File: config.mk
export PLATFORM = sky130hd
export DESIGN_NAME = eth_arp_receive
export DESIGN_NICKNAME = d
export VERILOG_FILES = /design/src/rtl/eth_arp_receive.sv
export SDC_FILE = /design/constraint.sdc
export NUM_CORES = 1
export LEC_CHECK = 0
export CAP_MARGIN = 0
export CORE_ASPECT_RATIO = 0.8
export CORE_MARGIN = 2
export CORE_UTILIZATION = 40
export DETAILED_ROUTE_END_ITERATION = 8
export GPL_TIMING_DRIVEN = 0
export MAX_ROUTING_LAYER = met4
export PLACE_DENSITY_LB_ADDON = 0.12
export SLEW_MARGIN = 30
export SYNTH_ARGS = -nofsm -noshare
export SYNTH_HDL_FRONTEND = slang
export SYNTH_SLANG_ARGS = --single-unit
File: constraint.sdc
create_clock -name eth_tx_clk_125m -period 3 [get_ports eth_tx_clk_125m]
set_input_delay 0.3 -clock eth_tx_clk_125m [delete_from_list [all_inputs] [get_ports eth_tx_clk_125m]]
set_output_delay 0.3 -clock eth_tx_clk_125m [all_outputs]
set_load 0.005 [all_outputs]
File: src/rtl/eth_arp_receive.sv
// eth_arp_receive: ARP receive/parse; checks Ethernet/ARP headers, latches
// the peer MAC/IP, pulses arp_ack_trig on a request for BOARD_IP and
// arp_rep_done on a reply to BOARD_MAC/BOARD_IP.
// Ports:
//   eth_tx_clk_125m, rst_n (async, active low)
//   rx_en (frame envelope), rx_vld/rx_data (byte stream from preamble)
//   arp_ack_trig, arp_rep_done, frame_drop: one-cycle pulses
//   src_mac, src_ip: sender of the last accepted ARP frame
// Optional: define ARP_RX_FCS_CHECK_EN to verify the Ethernet FCS (CRC32).
module eth_arp_receive #(
    parameter logic [47:0] BOARD_MAC = 48'h2C_FE_07_19_68_33,
    parameter logic [31:0] BOARD_IP  = {8'd192, 8'd168, 8'd1, 8'd110},
    parameter int          MAX_LEN   = 1526
) (
    input  logic        eth_tx_clk_125m,
    input  logic        rst_n,
    input  logic        rx_en,
    input  logic        rx_vld,
    input  logic [7:0]  rx_data,
    output logic        arp_ack_trig,
    output logic        arp_rep_done,
    output logic [47:0] src_mac,
    output logic [31:0] src_ip,
    output logic        frame_drop
);

    typedef enum logic [2:0] {
        IDLE,
        PREAMBLE,
        ETH_HEAD,
        ARP_BODY,
        TAIL,
        DROP,
        DECIDE
    } state_t;

    state_t      state_q, state_d;
    logic [10:0] cnt_q, cnt_d;
    logic [5:0]  idx_q, idx_d;
    // uc/bc: destination MAC still matches unicast / broadcast so far
    logic        uc_q, uc_d;
    logic        bc_q, bc_d;
    logic        rep_q, rep_d;
    logic        tm_q, tm_d;
    logic [47:0] sh_mac_q, sh_mac_d;
    logic [31:0] sh_ip_q, sh_ip_d;
    logic        ack_q, ack_d;
    logic        done_q, done_d;
    logic        drop_q, drop_d;
    logic [47:0] mac_q, mac_d;
    logic [31:0] ip_q, ip_d;

    logic [10:0] cnt_inc;
    logic        too_long;
    logic        ok;
    logic [5:0]  off18;
    logic [5:0]  off24;
    logic        crc_ok;

    function automatic logic [7:0] mac_at(input logic [5:0] k);
        logic [47:0] t;
        t = BOARD_MAC << (8 * k);
        return t[47:40];
    endfunction

    function automatic logic [7:0] ip_at(input logic [5:0] k);
        logic [31:0] t;
        t = BOARD_IP << (8 * k);
        return t[31:24];
    endfunction

`ifdef ARP_RX_FCS_CHECK_EN
    logic [31:0] crc_q, crc_d;

    function automatic logic [31:0] crc_step(input logic [31:0] c,
                                             input logic [7:0]  b);
        logic [31:0] r;
        r = c ^ {24'd0, b};
        for (int k = 0; k < 8; k++) begin
            r = r[0] ? ((r >> 1) ^ 32'hEDB8_8320) : (r >> 1);
        end
        return r;
    endfunction

    // Running CRC covers destination MAC through the last FCS byte.
    always_comb begin
        crc_d = crc_q;
        if (rx_en && rx_vld) begin
            if (state_q == PREAMBLE && rx_data == 8'hD5) begin
                crc_d = '1;
            end else if (state_q == ETH_HEAD || state_q == ARP_BODY ||
                         state_q == TAIL) begin
                crc_d = crc_step(crc_q, rx_data);
            end
        end
    end

    always_ff @(posedge eth_tx_clk_125m or negedge rst_n) begin
        if (!rst_n) crc_q <= '0;
        else        crc_q <= crc_d;
    end

    assign crc_ok = (crc_q == 32'hDEBB_20E3);
`else
    assign crc_ok = 1'b1;
`endif

    assign cnt_inc  = (cnt_q == '1) ? cnt_q : cnt_q + 11'd1;
    assign too_long = cnt_inc > 11'(MAX_LEN);
    assign off18    = idx_q - 6'd18;
    assign off24    = idx_q - 6'd24;

    always_comb begin
        state_d  = state_q;
        cnt_d    = cnt_q;
        idx_d    = idx_q;
        uc_d     = uc_q;
        bc_d     = bc_q;
        rep_d    = rep_q;
        tm_d     = tm_q;
        sh_mac_d = sh_mac_q;
        sh_ip_d  = sh_ip_q;
        ack_d    = 1'b0;
        done_d   = 1'b0;
        drop_d   = 1'b0;
        mac_d    = mac_q;
        ip_d     = ip_q;
        ok       = 1'b1;

        unique case (state_q)
            IDLE: begin
                cnt_d = '0;
                idx_d = '0;
                if (rx_en && rx_vld) begin
                    cnt_d   = 11'd1;
                    state_d = (rx_data == 8'h55) ? PREAMBLE : DROP;
                end
            end
            PREAMBLE: begin
                if (!rx_en) begin
                    drop_d  = 1'b1;
                    state_d = IDLE;
                end else if (rx_vld) begin
                    cnt_d = cnt_inc;
                    idx_d = '0;
                    uc_d  = 1'b1;
                    bc_d  = 1'b1;
                    if (too_long ||
                        (rx_data != 8'h55 && rx_data != 8'hD5)) begin
                        state_d = DROP;
                    end else if (rx_data == 8'hD5) begin
                        state_d = ETH_HEAD;
                    end
                end
            end
            ETH_HEAD: begin
                if (!rx_en) begin
                    drop_d  = 1'b1;
                    state_d = IDLE;
                end else if (rx_vld) begin
                    cnt_d = cnt_inc;
                    idx_d = idx_q + 6'd1;
                    if (idx_q < 6'd6) begin
                        uc_d = uc_q && (rx_data == mac_at(idx_q));
                        bc_d = bc_q && (rx_data == 8'hFF);
                        ok   = uc_d || bc_d;
                    end else if (idx_q == 6'd12) begin
                        ok = (rx_data == 8'h08);
                    end else if (idx_q == 6'd13) begin
                        ok    = (rx_data == 8'h06);
                        idx_d = '0;
                    end
                    if (!ok || too_long) begin
                        state_d = DROP;
                    end else if (idx_q == 6'd13) begin
                        state_d = ARP_BODY;
                    end
                end
            end
            ARP_BODY: begin
                if (!rx_en) begin
                    drop_d  = 1'b1;
                    state_d = IDLE;
                end else if (rx_vld) begin
                    cnt_d = cnt_inc;
                    idx_d = idx_q + 6'd1;
                    case (idx_q)
                        6'd0, 6'd3, 6'd6: ok = (rx_data == 8'h00);
                        6'd1:             ok = (rx_data == 8'h01);
                        6'd2:             ok = (rx_data == 8'h08);
                        6'd4:             ok = (rx_data == 8'h06);
                        6'd5:             ok = (rx_data == 8'h04);
                        6'd7: begin
                            ok    = (rx_data == 8'h01) || (rx_data == 8'h02);
                            rep_d = (rx_data == 8'h02);
                        end
                        6'd8, 6'd9, 6'd10, 6'd11, 6'd12, 6'd13:
                            sh_mac_d = {sh_mac_q[39:0], rx_data};
                        6'd14, 6'd15, 6'd16, 6'd17:
                            sh_ip_d = {sh_ip_q[23:0], rx_data};
                        6'd18, 6'd19, 6'd20, 6'd21, 6'd22, 6'd23:
                            tm_d = ((idx_q == 6'd18) ? 1'b1 : tm_q) &&
                                   (rx_data == mac_at(off18));
                        6'd24, 6'd25, 6'd26, 6'd27:
                            ok = (rx_data == ip_at(off24));
                        default: ok = 1'b1;
                    endcase
                    if (!ok || too_long) begin
                        state_d = DROP;
                    end else if (idx_q == 6'd27) begin
                        state_d = TAIL;
                    end
                end
            end
            TAIL: begin
                if (!rx_en) begin
                    state_d = DECIDE;
                end else if (rx_vld) begin
                    cnt_d = cnt_inc;
                    if (too_long) state_d = DROP;
                end
            end
            DECIDE: begin
                state_d = IDLE;
                if (!crc_ok) begin
                    drop_d = 1'b1;
                end else if (!rep_q) begin
                    ack_d = 1'b1;
                    mac_d = sh_mac_q;
                    ip_d  = sh_ip_q;
                end else if (tm_q) begin
                    done_d = 1'b1;
                    mac_d  = sh_mac_q;
                    ip_d   = sh_ip_q;
                end else begin
                    drop_d = 1'b1;
                end
            end
            DROP: begin
                if (!rx_en) begin
                    drop_d  = 1'b1;
                    state_d = IDLE;
                end
            end
            default: state_d = IDLE;
        endcase
    end

    always_ff @(posedge eth_tx_clk_125m or negedge rst_n) begin
        if (!rst_n) begin
            state_q  <= IDLE;
            cnt_q    <= '0;
            idx_q    <= '0;
            uc_q     <= 1'b0;
            bc_q     <= 1'b0;
            rep_q    <= 1'b0;
            tm_q     <= 1'b0;
            sh_mac_q <= '0;
            sh_ip_q  <= '0;
            ack_q    <= 1'b0;
            done_q   <= 1'b0;
            drop_q   <= 1'b0;
            mac_q    <= '0;
            ip_q     <= '0;
        end else begin
            state_q  <= state_d;
            cnt_q    <= cnt_d;
            idx_q    <= idx_d;
            uc_q     <= uc_d;
            bc_q     <= bc_d;
            rep_q    <= rep_d;
            tm_q     <= tm_d;
            sh_mac_q <= sh_mac_d;
            sh_ip_q  <= sh_ip_d;
            ack_q    <= ack_d;
            done_q   <= done_d;
            drop_q   <= drop_d;
            mac_q    <= mac_d;
            ip_q     <= ip_d;
        end
    end

    assign arp_ack_trig = ack_q;
    assign arp_rep_done = done_q;
    assign frame_drop   = drop_q;
    assign src_mac      = mac_q;
    assign src_ip       = ip_q;

endmodule

==> flow_summary_export.csv <==
group,metric,value,unit
logic_synthesis,synth_top_area_share,52.7,%
grt,use_met3,3.79,%
setup_path,rr_endpoint,"state_q[1]$_DFFE_PN0P_",
sta,rsz0062_at_grt,"yes",
grt,grt_pass1_vias,6533,
detailed_routing,vias,6596,
die,die_h,137,microns
logic_synthesis,synthArstFlopShare,100,%
sta,hold_slack,243,ps
logic_synthesis,synth_largest_area_cell,"dfrtp_1",
sta,fmax,335,MHz
run_status,outcome,"complete, no violations",
layout,fin_cells,1208,
die,core_area,0.0217,sq mm
logic_synthesis,synth_area_per_cell,11.6,sq um
logic_synthesis,synth-edff-count,0,
sta,worst_slew_pin_slew,736,ps
grt,grt_pass1_wl,35900,microns
die,initial_core_util,40.9,%
detailed_routing,routed_wirelength,22400,microns
setup_path,r2r_start,"idx_q[0]$_DFFE_PN0P_",
logic_synthesis,synth_area_leaders,"dfrtp_1 53%, mux2_2 21%, o21ai_0 2.4%",
power,p_leak,5.03,nW
placed_design,io_buffers,89,
detailed_routing,route.detailed.drc,0,
sta,fin_skew,17.9,ps
clock_network,cts.clk_slew.worst_paths,80,ps
clock_network,clock_sinks,187,
placed_design,place.gp.congestion,0.920,
grt,grt_use_met1,29.5,%
placed_design,placed_cells,1154,
die,io_pins,95,
sta,fin_setup_tns,0,ps
detailed_routing,wire_per_inst,18.5,microns
placed_design,dp_hpwl,15800,microns
clock_network,cts_tree,"done",
layout,areaGrowthSynthToFinish,25.4,%
layout,final-seq-area,0.00468,sq mm
setup_path,critical_path_class,"reg2reg",
detailed_routing,drtPass1Iterations,5,
setup_path,setup.worst_path.start_class,"flip-flop",
logic_synthesis,synth_compound_area_share,10.6,%
clock_network,insertion_delay,440,ps
die,rows,48,
sta,final-setup-viol-count,0,
grt,grt-busiest-layer,"met2",
power,power_density,549,mW/mm^2
grt,overflow,0,
setup_path,cp.required,3310,ps
grt,grt_usage,20.5,%
layout,drive_gt1_share,28.1,%
grt,grt_max_degree,89,
setup_path,r2r_setup_slack,10,ps
logic_synthesis,synth_top_family_by_area,"multiplexers",
logic_synthesis,syn_area,0.00887,sq mm
setup_path,crit_arrival,3300,ps
layout,final_cell_mix,"185 x dfrtp_1, 160 x mux2_2, 88 x clkdlybuf4s50_1",
die,fp.dieW,171,microns
detailed_routing,viasPerCell,5.46,
grt,antenna_found_initial,0,
detailed_routing,ant_nets,0,
logic_synthesis,netlist_instances,763,
power,vdd_drop_max,0.000328,V
sta,fin_crit_sh,99.6,%
layout,final_net_count,916,
sta,slew_violations,0,
logic_synthesis,muxShareOfSynthArea,21.0,%
logic_synthesis,synth_xor_area_share,0.691,%
logic_synthesis,synth-seq-cells,187,
detailed_routing,drt-initial-drc-count,490,
sta,hold_viol,0,
clock_network,root_buffer,"clkbuf_16",
power,total_power,0.00611,W
layout,final_common_cell,"dfrtp_1",
setup_path,crit_fanout,4,
layout,n_antenna_cell,0,
logic_synthesis,synth_cell_types,67,
clock_network,clock_path_buffers,2,
logic_synthesis,synthSimpleGateAreaFrac,10.4,%
clock_network,htree_num_levels,4,
sta,period_minus_slack,2990,ps
logic_synthesis,ys_seq_area_share,52.7,%
logic_synthesis,yosys_warnings,0,
run,cap_viol_max_count,0,
logic_synthesis,synth_fa_ha_area_share,1.27,%
setup_path,endpoint,"state_q[1]$_DFFE_PN0P_",
logic_synthesis,synth_flop_cell,"dfrtp_1",
clock_network,numCtsBuffers,17,
logic_synthesis,syn_nets,784,
layout,fin_util,51.3,%
min_path,hp-class,"in2async",
setup_path,reg2reg_depth,12,
layout,nFillCells,1960,
die,die_area,0.0234,sq mm
grt,grtUsageMet2,30.1,%
setup_path,endpoint_kind,"flip-flop",
layout,multi_input_area,0.00400,sq mm
setup_path,startpoint,"idx_q[0]$_DFFE_PN0P_",
sta,slew_headroom,50.9,%
==> report_power, final <==
part	internal (W)	switching (W)
clock network	0.00115	0.00112
registers	0.00258	0.0000572
logic	0.000448	0.000744
total	0.00418	0.00192
==> sequential cells by signal (all words and copies together) (netlist names) <==
signal / flops
uc_q: 1
state_q: 3
sh_ip_q: 32
tm_q: 1
rep_q: 1
frame_drop: 1
arp_ack_trig: 1
src_ip: 32
bc_q: 1
src_mac: 48
idx_q: 6
cnt_q: 11
sh_mac_q: 48
arp_rep_done: 1
==> worst max-delay path, cell delays in order, from the launching register on <==
cell and delay [ps]:
dfrtp_1 380, buf_6 130, clkinvlp_4 130, ha_4 190, or3_4 360, o21ai_2 140
mux2_4 320, a31oi_4 170, nor4_4 80, o21a_1 230, a32oi_1 230, o211ai_2 160
mux2_4 330
==> cells by family after synthesis <==
kind of cell / Yosys count
flip-flops: 187
buffers and inverters: 68
AND/OR/NAND/NOR: 178
AO/OA/AOI/OAI: 148
XOR/XNOR: 7
adder cells (fa/ha/maj): 9
multiplexers: 166
==> cell usage after synthesis (8+ instances only) <==
| master | number |
|---|---|
| nor2b_1 | 8 |
| a21oi_1 | 36 |
| buf_1 | 11 |
| mux2_2 | 162 |
| nand3_1 | 14 |
| a31oi_1 | 12 |
| dfrtp_1 | 187 |
| nor3_1 | 16 |
| clkbuf_1 | 34 |
| o21ai_0 | 42 |
| inv_1 | 13 |
| nand2_1 | 43 |
| ha_1 | 9 |
| nand4_1 | 8 |
| nor2_1 | 44 |
==> layout make-up <==
class                           instances  share of cell area (%)
Inverter                               14                   0.562
Clock inverter                         14                    1.43
Sequential cell                       187                    42.1
Timing Repair Buffer                  113                    10.3
Tap cell                              300                    3.37
Multi-Input combinational cell        508                    35.9
Buffer                                 54                    2.36
Clock buffer                           18                    3.95
==> timing repair <==
action	in CTS	in global routing
pin swaps	4	10
hold endpoints to repair	90	0
setup endpoints to repair	40	118
hold buffers	1	0
resized for setup	18	23
setup buffers	5	16
==> how the worst min path moves through the flow <==
stage | startpoint | endpoint | slack [ps] | cells past startpoint
finish | rst_n | src_ip[26]$_DFFE_PN0P_ | 240 | 2
global placement | sh_mac_q[41]$_DFFE_PN0P_ | sh_mac_q[41]$_DFFE_PN0P_ | 480 | 1
detailed placement | rst_n | src_ip[26]$_DFFE_PN0P_ | 120 | 1
CTS | rx_en | frame_drop$_DFF_PN0_ | 230 | 2
floorplan | rst_n | arp_ack_trig$_DFF_PN0_ | 4 | 0
global route | rst_n | src_ip[26]$_DFFE_PN0P_ | 250 | 2
==> layer usage <==
| metal | up-vias | share of wire [%] | routed length [microns] |
|---|---|---|---|
| met2 | 211 | 45 | 9990 |
| li1 | 3047 | - | - |
| met5 | - | 0 | 0 |
| met4 | 0 | 0.96 | 215 |
| met1 | 3325 | 49 | 11100 |
| met3 | 13 | 5.0 | 1120 |
==> per-stage QoR <==
stage / setup WS, ps / area (sq um)
after CTS: 5.91 / 10900
after detailed placement: -571 / 10200
after global routing: -43.7 / 11100
final: 11.1 / 11100
after floorplan: 19.2 / 8870
after global placement: -5920 / 10100
No activity file was read; power rests on OpenSTA's default activity.
